**config.mk**
```make
export PLATFORM = sky130hd
export DESIGN_NAME = data_mem_access_unit
export DESIGN_NICKNAME = d
export VERILOG_FILES = /design/src/rtl/mem_access_pkg.sv /design/src/rtl/mem_lane_align.sv /design/src/rtl/data_mem_access_unit.sv
export SDC_FILE = /design/constraint.sdc
export NUM_CORES = 1
export LEC_CHECK = 0
export ABC_AREA = 1
export CELL_PAD_IN_SITES_DETAIL_PLACEMENT = 1
export CELL_PAD_IN_SITES_GLOBAL_PLACEMENT = 2
export CORE_AREA = 5 5 155 157
export CTS_BUF_LIST = sky130_fd_sc_hd__clkbuf_8
export CTS_CLUSTER_DIAMETER = 60
export CTS_CLUSTER_SIZE = 24
export DETAILED_ROUTE_END_ITERATION = 7
export DIE_AREA = 0 0 160 162
export HOLD_SLACK_MARGIN = 0.06
export PLACE_DENSITY_LB_ADDON = 0.1
export SETUP_SLACK_MARGIN = 0.5
export SYNTH_ARGS = -nofsm -noshare
export SYNTH_HDL_FRONTEND = slang
export SYNTH_SLANG_ARGS = --single-unit
export TNS_END_PERCENT = 5
```
**constraint.sdc**
```tcl
create_clock -name clk -period 3.5 [get_ports clk]
set_clock_uncertainty 0.15 [all_clocks]
set_input_delay 0.7 -clock clk [delete_from_list [all_inputs] [get_ports clk]]
set_output_delay 0.7 -clock clk [all_outputs]
set_load 0.02 [all_outputs]
```
**src/rtl/mem_access_pkg.sv**
```systemverilog
// ---------------------------------------------------------------------------
// mem_access_pkg
// Shared types and constants for the data-memory load/store unit.
//   size_e          : access size encoding carried on req_size (11 is illegal)
//   state_e         : control FSM states of data_mem_access_unit
//   MEM_RD_LATENCY  : registered read latency of data memory port b
//   access_fault()  : illegal-size / misalignment detection for a request
// ---------------------------------------------------------------------------
package mem_access_pkg;

   typedef enum logic [1:0] {
      SZ_BYTE = 2'b00,
      SZ_HALF = 2'b01,
      SZ_WORD = 2'b10
   } size_e;

   typedef enum logic [2:0] {
      ST_IDLE,
      ST_RD0,
      ST_RD1,
      ST_RD2,
      ST_WR,
      ST_RESP
   } state_e;

   // RD0 issues the address; data appears MEM_RD_LATENCY edges later, in RD2.
   localparam int MEM_RD_LATENCY = 2;

   // Size 11 is never legal; halves need addr[0]=0, words need addr[1:0]=0.
   function automatic logic access_fault(input logic [1:0] size,
                                         input logic [1:0] offset);
      logic fault;
      fault = 1'b0;
      if (size == 2'b11)                           fault = 1'b1;
      else if (size == SZ_HALF && offset[0])       fault = 1'b1;
      else if (size == SZ_WORD && offset != 2'b00) fault = 1'b1;
      return fault;
   endfunction

endpackage

```
**src/rtl/mem_lane_align.sv**
```systemverilog
// ---------------------------------------------------------------------------
// mem_lane_align
// Purely combinational byte-lane steering for the load/store unit.
// Ports:
//   rd_word     in  word read from memory
//   offset      in  byte offset within the word (addr[1:0])
//   size        in  access size (size_e encoding)
//   is_unsigned in  zero-extend (1) or sign-extend (0) sub-word loads
//   new_data    in  right-aligned store data
//   load_data   out selected lane of rd_word, extended to a full word
//   merged_word out rd_word with the store lane replaced by new_data
// ---------------------------------------------------------------------------
module mem_lane_align
   import mem_access_pkg::*;
#(
   parameter int DATA_WIDTH = 32
)
(
   input  logic [DATA_WIDTH-1:0] rd_word,
   input  logic [1:0]            offset,
   input  logic [1:0]            size,
   input  logic                  is_unsigned,
   input  logic [DATA_WIDTH-1:0] new_data,
   output logic [DATA_WIDTH-1:0] load_data,
   output logic [DATA_WIDTH-1:0] merged_word
);

   logic signed [7:0]  lane_b;
   logic signed [15:0] lane_h;

   // Load path: byte lane chosen by offset[1:0], half lane by offset[1].
   always_comb begin
      lane_b    = rd_word[{offset, 3'b000} +: 8];
      lane_h    = rd_word[{offset[1], 4'b0000} +: 16];
      load_data = rd_word;
      case (size)
         SZ_BYTE: load_data = is_unsigned ? DATA_WIDTH'($unsigned(lane_b))
                                          : DATA_WIDTH'(lane_b);
         SZ_HALF: load_data = is_unsigned ? DATA_WIDTH'($unsigned(lane_h))
                                          : DATA_WIDTH'(lane_h);
         default: load_data = rd_word;
      endcase
   end

   // Store path: overwrite only the addressed lane of the old word.
   always_comb begin
      merged_word = rd_word;
      case (size)
         SZ_BYTE: merged_word[{offset, 3'b000} +: 8]    = new_data[7:0];
         SZ_HALF: merged_word[{offset[1], 4'b0000} +: 16] = new_data[15:0];
         default: merged_word = new_data;
      endcase
   end

endmodule

```
**src/rtl/data_mem_access_unit.sv**
```systemverilog
// ---------------------------------------------------------------------------
// data_mem_access_unit
// Load/store unit in front of data memory port b. Turns byte/half/word
// requests into word-only memory cycles, waits out the two-cycle registered
// read, and performs sub-word stores as read-modify-write.
// Ports:
//   clk, rst_n            clock (shared with memory port b), async active-low reset
//   req_valid/req_ready   request handshake; ready only while idle
//   req_we, req_size, req_unsigned, req_addr, req_wdata   request fields
//   resp_valid            one-cycle completion pulse
//   resp_rdata, resp_err  completion data / fault flag, held until next completion
//   mem_addr, mem_we, mem_wdata, mem_rdata   memory port b
// ---------------------------------------------------------------------------
module data_mem_access_unit
   import mem_access_pkg::*;
#(
   parameter int ADDR_WIDTH = 14,
   parameter int DATA_WIDTH = 32
)
(
   input  logic                  clk,
   input  logic                  rst_n,
   input  logic                  req_valid,
   output logic                  req_ready,
   input  logic                  req_we,
   input  logic [1:0]            req_size,
   input  logic                  req_unsigned,
   input  logic [31:0]           req_addr,
   input  logic [DATA_WIDTH-1:0] req_wdata,
   output logic                  resp_valid,
   output logic [DATA_WIDTH-1:0] resp_rdata,
   output logic                  resp_err,
   output logic [ADDR_WIDTH-1:0] mem_addr,
   output logic                  mem_we,
   output logic [DATA_WIDTH-1:0] mem_wdata,
   input  logic [DATA_WIDTH-1:0] mem_rdata
);

   state_e                state_q, state_d;
   logic                  accept;
   logic                  req_fault;
   logic                  req_word_store;

   // Request fields captured at the accept edge.
   logic                  we_q;
   logic [1:0]            size_q;
   logic                  uns_q;
   logic [1:0]            off_q;
   logic [DATA_WIDTH-1:0] wdata_q;

   logic [DATA_WIDTH-1:0] load_data;
   logic [DATA_WIDTH-1:0] merged_word;

   // Address bits above the word index wrap around the memory.
   logic                  unused_addr_bits;
   assign unused_addr_bits = ^req_addr[31:ADDR_WIDTH+2];

   assign accept         = req_valid && req_ready;
   assign req_fault      = access_fault(req_size, req_addr[1:0]);
   assign req_word_store = req_we && (req_size == SZ_WORD);

   // State register
   always_ff @(posedge clk or negedge rst_n) begin
      if (!rst_n) state_q <= ST_IDLE;
      else        state_q <= state_d;
   end

   // Next state and state-decoded outputs. mem_we comes straight from the
   // state, so a reset anywhere in the sequence can never leave a write behind.
   always_comb begin
      state_d    = state_q;
      req_ready  = 1'b0;
      mem_we     = 1'b0;
      resp_valid = 1'b0;
      case (state_q)
         ST_IDLE: begin
            req_ready = 1'b1;
            if (accept) begin
               if (req_fault)           state_d = ST_RESP;
               else if (req_word_store) state_d = ST_WR;
               else                     state_d = ST_RD0;
            end
         end
         ST_RD0:  state_d = ST_RD1;
         ST_RD1:  state_d = ST_RD2;
         ST_RD2:  state_d = we_q ? ST_WR : ST_RESP;
         ST_WR: begin
            mem_we  = 1'b1;
            state_d = ST_RESP;
         end
         ST_RESP: begin
            resp_valid = 1'b1;
            state_d    = ST_IDLE;
         end
         default: state_d = ST_IDLE;
      endcase
   end

   // Request latches: only meaningful while busy, so no reset needed.
   always_ff @(posedge clk) begin
      if (accept) begin
         we_q    <= req_we;
         size_q  <= req_size;
         uns_q   <= req_unsigned;
         off_q   <= req_addr[1:0];
         wdata_q <= req_wdata;
      end
   end

   mem_lane_align #(
      .DATA_WIDTH (DATA_WIDTH)
   ) u_lane_align (
      .rd_word     (mem_rdata),
      .offset      (off_q),
      .size        (size_q),
      .is_unsigned (uns_q),
      .new_data    (wdata_q),
      .load_data   (load_data),
      .merged_word (merged_word)
   );

   // Memory drive and response registers. mem_rdata is valid throughout RD2,
   // so it is steered through the aligner and captured on the RD2 edge.
   always_ff @(posedge clk or negedge rst_n) begin
      if (!rst_n) begin
         mem_addr   <= '0;
         mem_wdata  <= '0;
         resp_rdata <= '0;
         resp_err   <= 1'b0;
      end else begin
         case (state_q)
            ST_IDLE: begin
               if (accept) begin
                  if (req_fault) begin
                     resp_rdata <= '0;
                     resp_err   <= 1'b1;
                  end else begin
                     mem_addr <= req_addr[ADDR_WIDTH+1:2];
                     if (req_word_store) mem_wdata <= req_wdata;
                  end
               end
            end
            ST_RD2: begin
               if (we_q) begin
                  mem_wdata <= merged_word;
               end else begin
                  resp_rdata <= load_data;
                  resp_err   <= 1'b0;
               end
            end
            ST_WR: begin
               resp_rdata <= '0;
               resp_err   <= 1'b0;
            end
            default: ;
         endcase
      end
   end

endmodule

```
Word level (Yosys, flattened, before mapping)
Cells that the tools add are included.
{"block": "word_totals", "ff_bits": 120, "output_inout_bits": 82, "word_cells": 76}
{"block": "classes", "addsub": 2, "eq_ne": 15, "n_shift": 6, "muxes": 30, "bitwise_logic": 1, "reduce_logical": 12}
{"operator": "2-to-1 mux 32 bit", "n": 9}
{"operator": "one-hot mux 32 bit (2 select lines)", "n": 3}
{"operator": "one-hot mux 32 bit (3 select lines)", "n": 1}
{"operator": "bitwise mux 32 bit", "n": 2}
{"operator": "variable shift 16 x 7 -> 32 bit (first input constant)", "n": 1}
{"operator": "variable shift 8 x 7 -> 32 bit (first input constant)", "n": 1}
{"operator": "indexed part select 16 x 7 -> 32 bit", "n": 1}
{"operator": "indexed part select 32 x 6 -> 16 bit", "n": 1}
{"operator": "indexed part select 32 x 6 -> 8 bit", "n": 1}
{"operator": "indexed part select 8 x 7 -> 32 bit", "n": 1}
{"operator": "one-hot mux 3 bit (5 select lines)", "n": 1}
{"operator": "negation 5 -> 7 bit", "n": 2}
{"operator": "!= test 2 bit (second input constant)", "n": 6}
{"operator": "2-to-1 mux 1 bit", "n": 10}
{"operator": "2-to-1 mux 3 bit", "n": 3}
{"operator": "equality test 3 x 2 -> 1 bit (second input constant)", "n": 2}
{"operator": "equality test 3 bit (second input constant)", "n": 2}
{"operator": "AND reduction 5 bit", "n": 1}
{"operator": "equality test 2 x 1 -> 1 bit (second input constant)", "n": 2}
{"operator": "equality test 2 bit (second input constant)", "n": 2}
{"operator": "logical AND 1 bit", "n": 4}
{"operator": "AND reduction 4 bit", "n": 1}
{"operator": "nonzero test 2 bit", "n": 2}
{"operator": "equality test 3 x 1 -> 1 bit (second input constant)", "n": 1}
{"operator": "6 further kinds", "n": 6}

Logic depth before layout (Yosys ltp)
{"block": "depth", "ltp_word": 8, "mapped_depth": 11, "ltp_nobuf": 9}

Modules after synthesis
From an unflattened synthesis, not the netlist that was laid out.
{"block": "unflattened", "hier_cells": 1022, "hier_area_um2": 7247.0}
{"module": "data_mem_access_unit", "instances": 1, "cells_per_inst": 597, "area_per_inst_um2": 5215.0, "seq_area_each_um2": 3193.1}
{"module": "mem_lane_align", "instances": 1, "cells_per_inst": 425, "area_per_inst_um2": 2031.9, "seq_area_each_um2": 0.0}

Worst setup path after synthesis
No wires, ideal clock.
{"block": "synth_path", "kind": "input port to flip-flop", "from": "input req_valid", "to": "register mem_addr[0]", "setup_time_ps": 125, "t_arrival_ps": 2091, "t_required_ps": 3225, "slack_ps": 1134, "cell_stages": 5, "path_buffers": 1, "path_cell_list": "inv_1 > nor2_4 > nand2_2 > buf_6 > mux2_4"}
{"block": "synth_between", "elab_chain_cells": 2}
{"item": "start, declared", "line": "data_mem_access_unit.sv:23", "rtl": "input logic req_valid,"}
{"item": "logical AND 1 bit", "line": "data_mem_access_unit.sv:58", "rtl": "assign accept = req_valid && req_ready;"}
{"item": "net accept", "line": "data_mem_access_unit.sv:40", "rtl": "logic accept;"}
{"item": "AND reduction 3 bit (no source line)"}
{"item": "end signal, assigned", "line": "data_mem_access_unit.sv:138", "rtl": "mem_addr <= req_addr[ADDR_WIDTH+1:2];"}
{"item": "end, declared", "line": "data_mem_access_unit.sv:33", "rtl": "output logic [ADDR_WIDTH-1:0] mem_addr,"}
The timed path passes the listed nets, and every way through them passes these cells.
A chain may end at the register's enable or synchronous reset.

Worst setup path in the final report
{"block": "layout_path", "from": "register state_q[1]", "to": "output req_ready"}
{"block": "layout_between", "elab_chain_cells": 2}
{"item": "start, declared", "line": "data_mem_access_unit.sv:39", "rtl": "state_e state_q, state_d;"}
{"item": "start signal, assigned", "line": "data_mem_access_unit.sv:65", "rtl": "else state_q <= state_d;"}
{"item": "logical NOT 3 bit", "line": "data_mem_access_unit.sv:75", "rtl": "case (state_q)"}
{"item": "2-to-1 mux 1 bit", "line": "data_mem_access_unit.sv:75"}
{"item": "end, declared", "line": "data_mem_access_unit.sv:24", "rtl": "output logic req_ready,"}
Every way passes these cells.

==> flow_summary.yaml <==
power_and_ir_drop:
  p_int_mw: 4.042
  ir_worst_vdd_mv: 0.3764
  swShare_pct: 42.25
  clkPwrFrac_pct: 17.7
  p_per_area_nw_per_um2: 785.5
  power_frac_seq_pct: 33.1
  p_leak_nw: 4.012
  power_frac_comb_pct: 49.2
  totalPowerFinal_mw: 7.000
  p_switching_mw: 2.958
synthesis:
  synth.mux.area_fraction_pct: 2.964
  ys_seq_area_share_pct: 48.48
  syn_area_per_cell_um2: 7.974
  ys_top_cells_by_area: "dfrtp_1 (31%), edfxtp_1 (17%), nand2_1 (15%)"
  syn_nets: 934
  yosys.area.top_type: "dfrtp_1"
  synth_top_area_share_pct: 31.16
  synth.distinct_cells: 33
  synth-compound-area-share_pct: 11.42
  syn_inst: 826
  netlist_area_um2: 6586
  synth-simple-area-share_pct: 29.84
  synthAdderAreaFrac_pct: 0.9498
  ys_seq_elements: 120
  synth_warnings: 0
  synth_xor_area_share_pct: 0
  synth_top_family_by_area: "simple AND/OR/NAND/NOR gates"
run_status:
  status: "finished clean"
floorplanning:
  io_pins: 185
  die_w_um: 160
  die-area_um2: 25920
  coreArea_um2: 22370
  start_util_pct: 29.45
  die_y_um: 162
  num_rows: 55
cells_and_area:
  antenna_cells: 0
  syn_to_final_growth_pct: 35.30
  ff_latch_area_um2: 3193
  final_cells: 1285
  fill_cells: 2696
  nNetsFinal: 1095
  multi_input_area_um2: 2975
  drive_gt1_share_pct: 11.00
sta:
  worstMarginPinSlew_ps: 841.6
  rsz0062_at_grt: "no"
  setup_viol: 0
  relSlewSlack_pct: 43.74
  fin_crit_ps: 2736
  drv_slew: 0
  fin_crit_sh_pct: 78.17
  finalHoldViolCount: 0
  setup_tns_ps: 0
  achievable-frequency_mhz: 365.5
detailed_routing:
  drc: 0
  drt_iter0_drc: 339
  wl_per_cell_um: 19.87
  wl_um: 25540
  drt_pass1_iterations: 5
  vias: 6349
  viasPerCell: 4.941
  ant_nets: 0
grt:
  grt_max_degree: 39
  grt_pass1_vias: 6664
  grt_pass1_wl_um: 39700
  grt_overflow: 0
  grt_usage_pct: 19.71
  antenna_found_initial: 0
clock_network:
  htree_levels: 4
  path_clk_slew_ps: 70
  clock_latency_ps: 440
  clockBufferDepth: 2
  clockRootBuffer: "clkbuf_8"
  cts_tree: "yes"
  cts_setup_buffers: 0
  cts_resized: 0
  hold_buffers: 1
  cts_made_buffers: 17
  cts_sinks: 120
place:
  io_buffers: 168
  gp_congestion: 0.8287
  dp.cells: 1252
  place.detailed.hpwl_um: 19430
setup_path:
  crit_required_ps: 2650
  arrival_ps: 1890
  crit_type: "flip-flop to output pin"
  crit_path_max_fanout: 5
  start_kind: "flip-flop"
  cp-end-kind: "output pin"
run:
  cap_violations: 0
worst_hold_path:
  hold_path.class: "flip-flop to flip-flop"
-- cell type report --
type	instances	area share, %
Timing Repair Buffer	183	20.13
Multi-Input combinational cell	609	33.39
Tap cell	285	4.002
Inverter	56	2.359
Sequential cell	120	35.83
Clock buffer	19	2.935
Clock inverter	13	1.348
-- cells in the mapped netlist --
cell	n
a21oi_1	80
a31oi_1	1
buf_1	1
buf_2	21
buf_4	3
buf_6	2
clkbuf_1	13
clkbuf_2	1
clkinv_1	1
dfrtp_1	82
edfxtp_1	38
ha_1	5
inv_1	50
inv_2	5
mux2_2	4
mux2_4	10
nand2_1	263
nand2_2	6
nand2_4	1
nand3_1	84
nand3_4	1
nand3b_1	2
nand4_1	16
nor2_1	33
nor2_2	1
nor2_4	2
nor2_8	1
nor3_1	2
o211ai_1	1
o21ai_0	57
o21ai_2	1
o22ai_1	7
or2_2	31
-- stage by stage --
step	hold slack [ps]	setup slack, ps	util, %	area (µm²)
after global routing	351.2	632.8	39.84	8911
after floorplan	254.4	1134	-	6586
after global placement	313.7	781.0	38.09	8519
after CTS	336.2	707.0	39.84	8911
after detailed placement	315.1	754.1	38.09	8519
final	332.6	764.1	39.84	8911
-- sequential cells by signal, indices dropped and copies added (netlist names), 2 cells and up --
name	cells
mem_addr	14
mem_wdata	32
off_q	2
resp_rdata	32
size_q	2
state_q	3
wdata_q	32
-- routing by layer --
| layer | track usage [%] | wire (µm) | vias up |
|---|---|---|---|
| met2 | 30.73 | 11370 | 173 |
| met4 | 5.084 | 327 | 0 |
| met5 | 0 | 0 | - |
| li1 | - | - | 3069 |
| met1 | 28.05 | 12630 | 3090 |
| met3 | 4.060 | 1207 | 17 |
-- critical path, stage by stage (launching register included) --
cell             delay, ps
dfrtp_1                440
nor2_1                 180
nand2_2                110
inv_1                  110
clkdlybuf4s50_1        610
-- path summary, 6_finish.rpt --
kind	start	end	slack [ps]	depth (start not counted)
min in group asynchronous	rst_n	resp_rdata[15]	570	2
max	state_q[1]	req_ready	760	4
max in group asynchronous	rst_n	mem_wdata[22]	1900	3
min reg2reg	resp_rdata[25]	resp_rdata[25]	330	2
max reg2reg	state_q[2]	resp_rdata[5]	1130	8
min	resp_rdata[25]	resp_rdata[25]	330	2
-- power groups by stage --
stage / clock network, mW / registers [mW] / logic, mW
after detailed placement: 0 / 2.34 / 3.47
after global routing: 1.35 / 2.39 / 3.76
after floorplan: 0 / 2.83 / 1.43
after global placement: 0 / 2.34 / 3.45
after CTS: 1.29 / 2.33 / 3.49
final: 1.24 / 2.32 / 3.44
-- cells by family after synthesis --
logic type / after synthesis
and+or+nand+nor: 443
AOI/OAI and AO/OA: 147
DFF: 120
buffers and inverters: 97
muxes: 14
adders and majority gates: 5
-- placed cells by master (no fill, tap or decap), drive strengths merged --
cell type / count
clkbuf: 19
buf: 15
clkinvlp: 2
o21ai: 58
nand3b: 2
nand2: 270
a21oi: 80
or2: 31
o22ai: 7
o211ai: 1
nor2: 37
a31oi: 1
mux2: 14
dlygate4sd3: 1
bufinv: 1
nand4: 16
clkdlybuf4s50: 167
clkinv: 7
inv: 59
edfxtp: 38
nor3: 2
nand3: 85
dfrtp: 82
ha: 5
No activity file was read; power rests on OpenSTA's default activity.
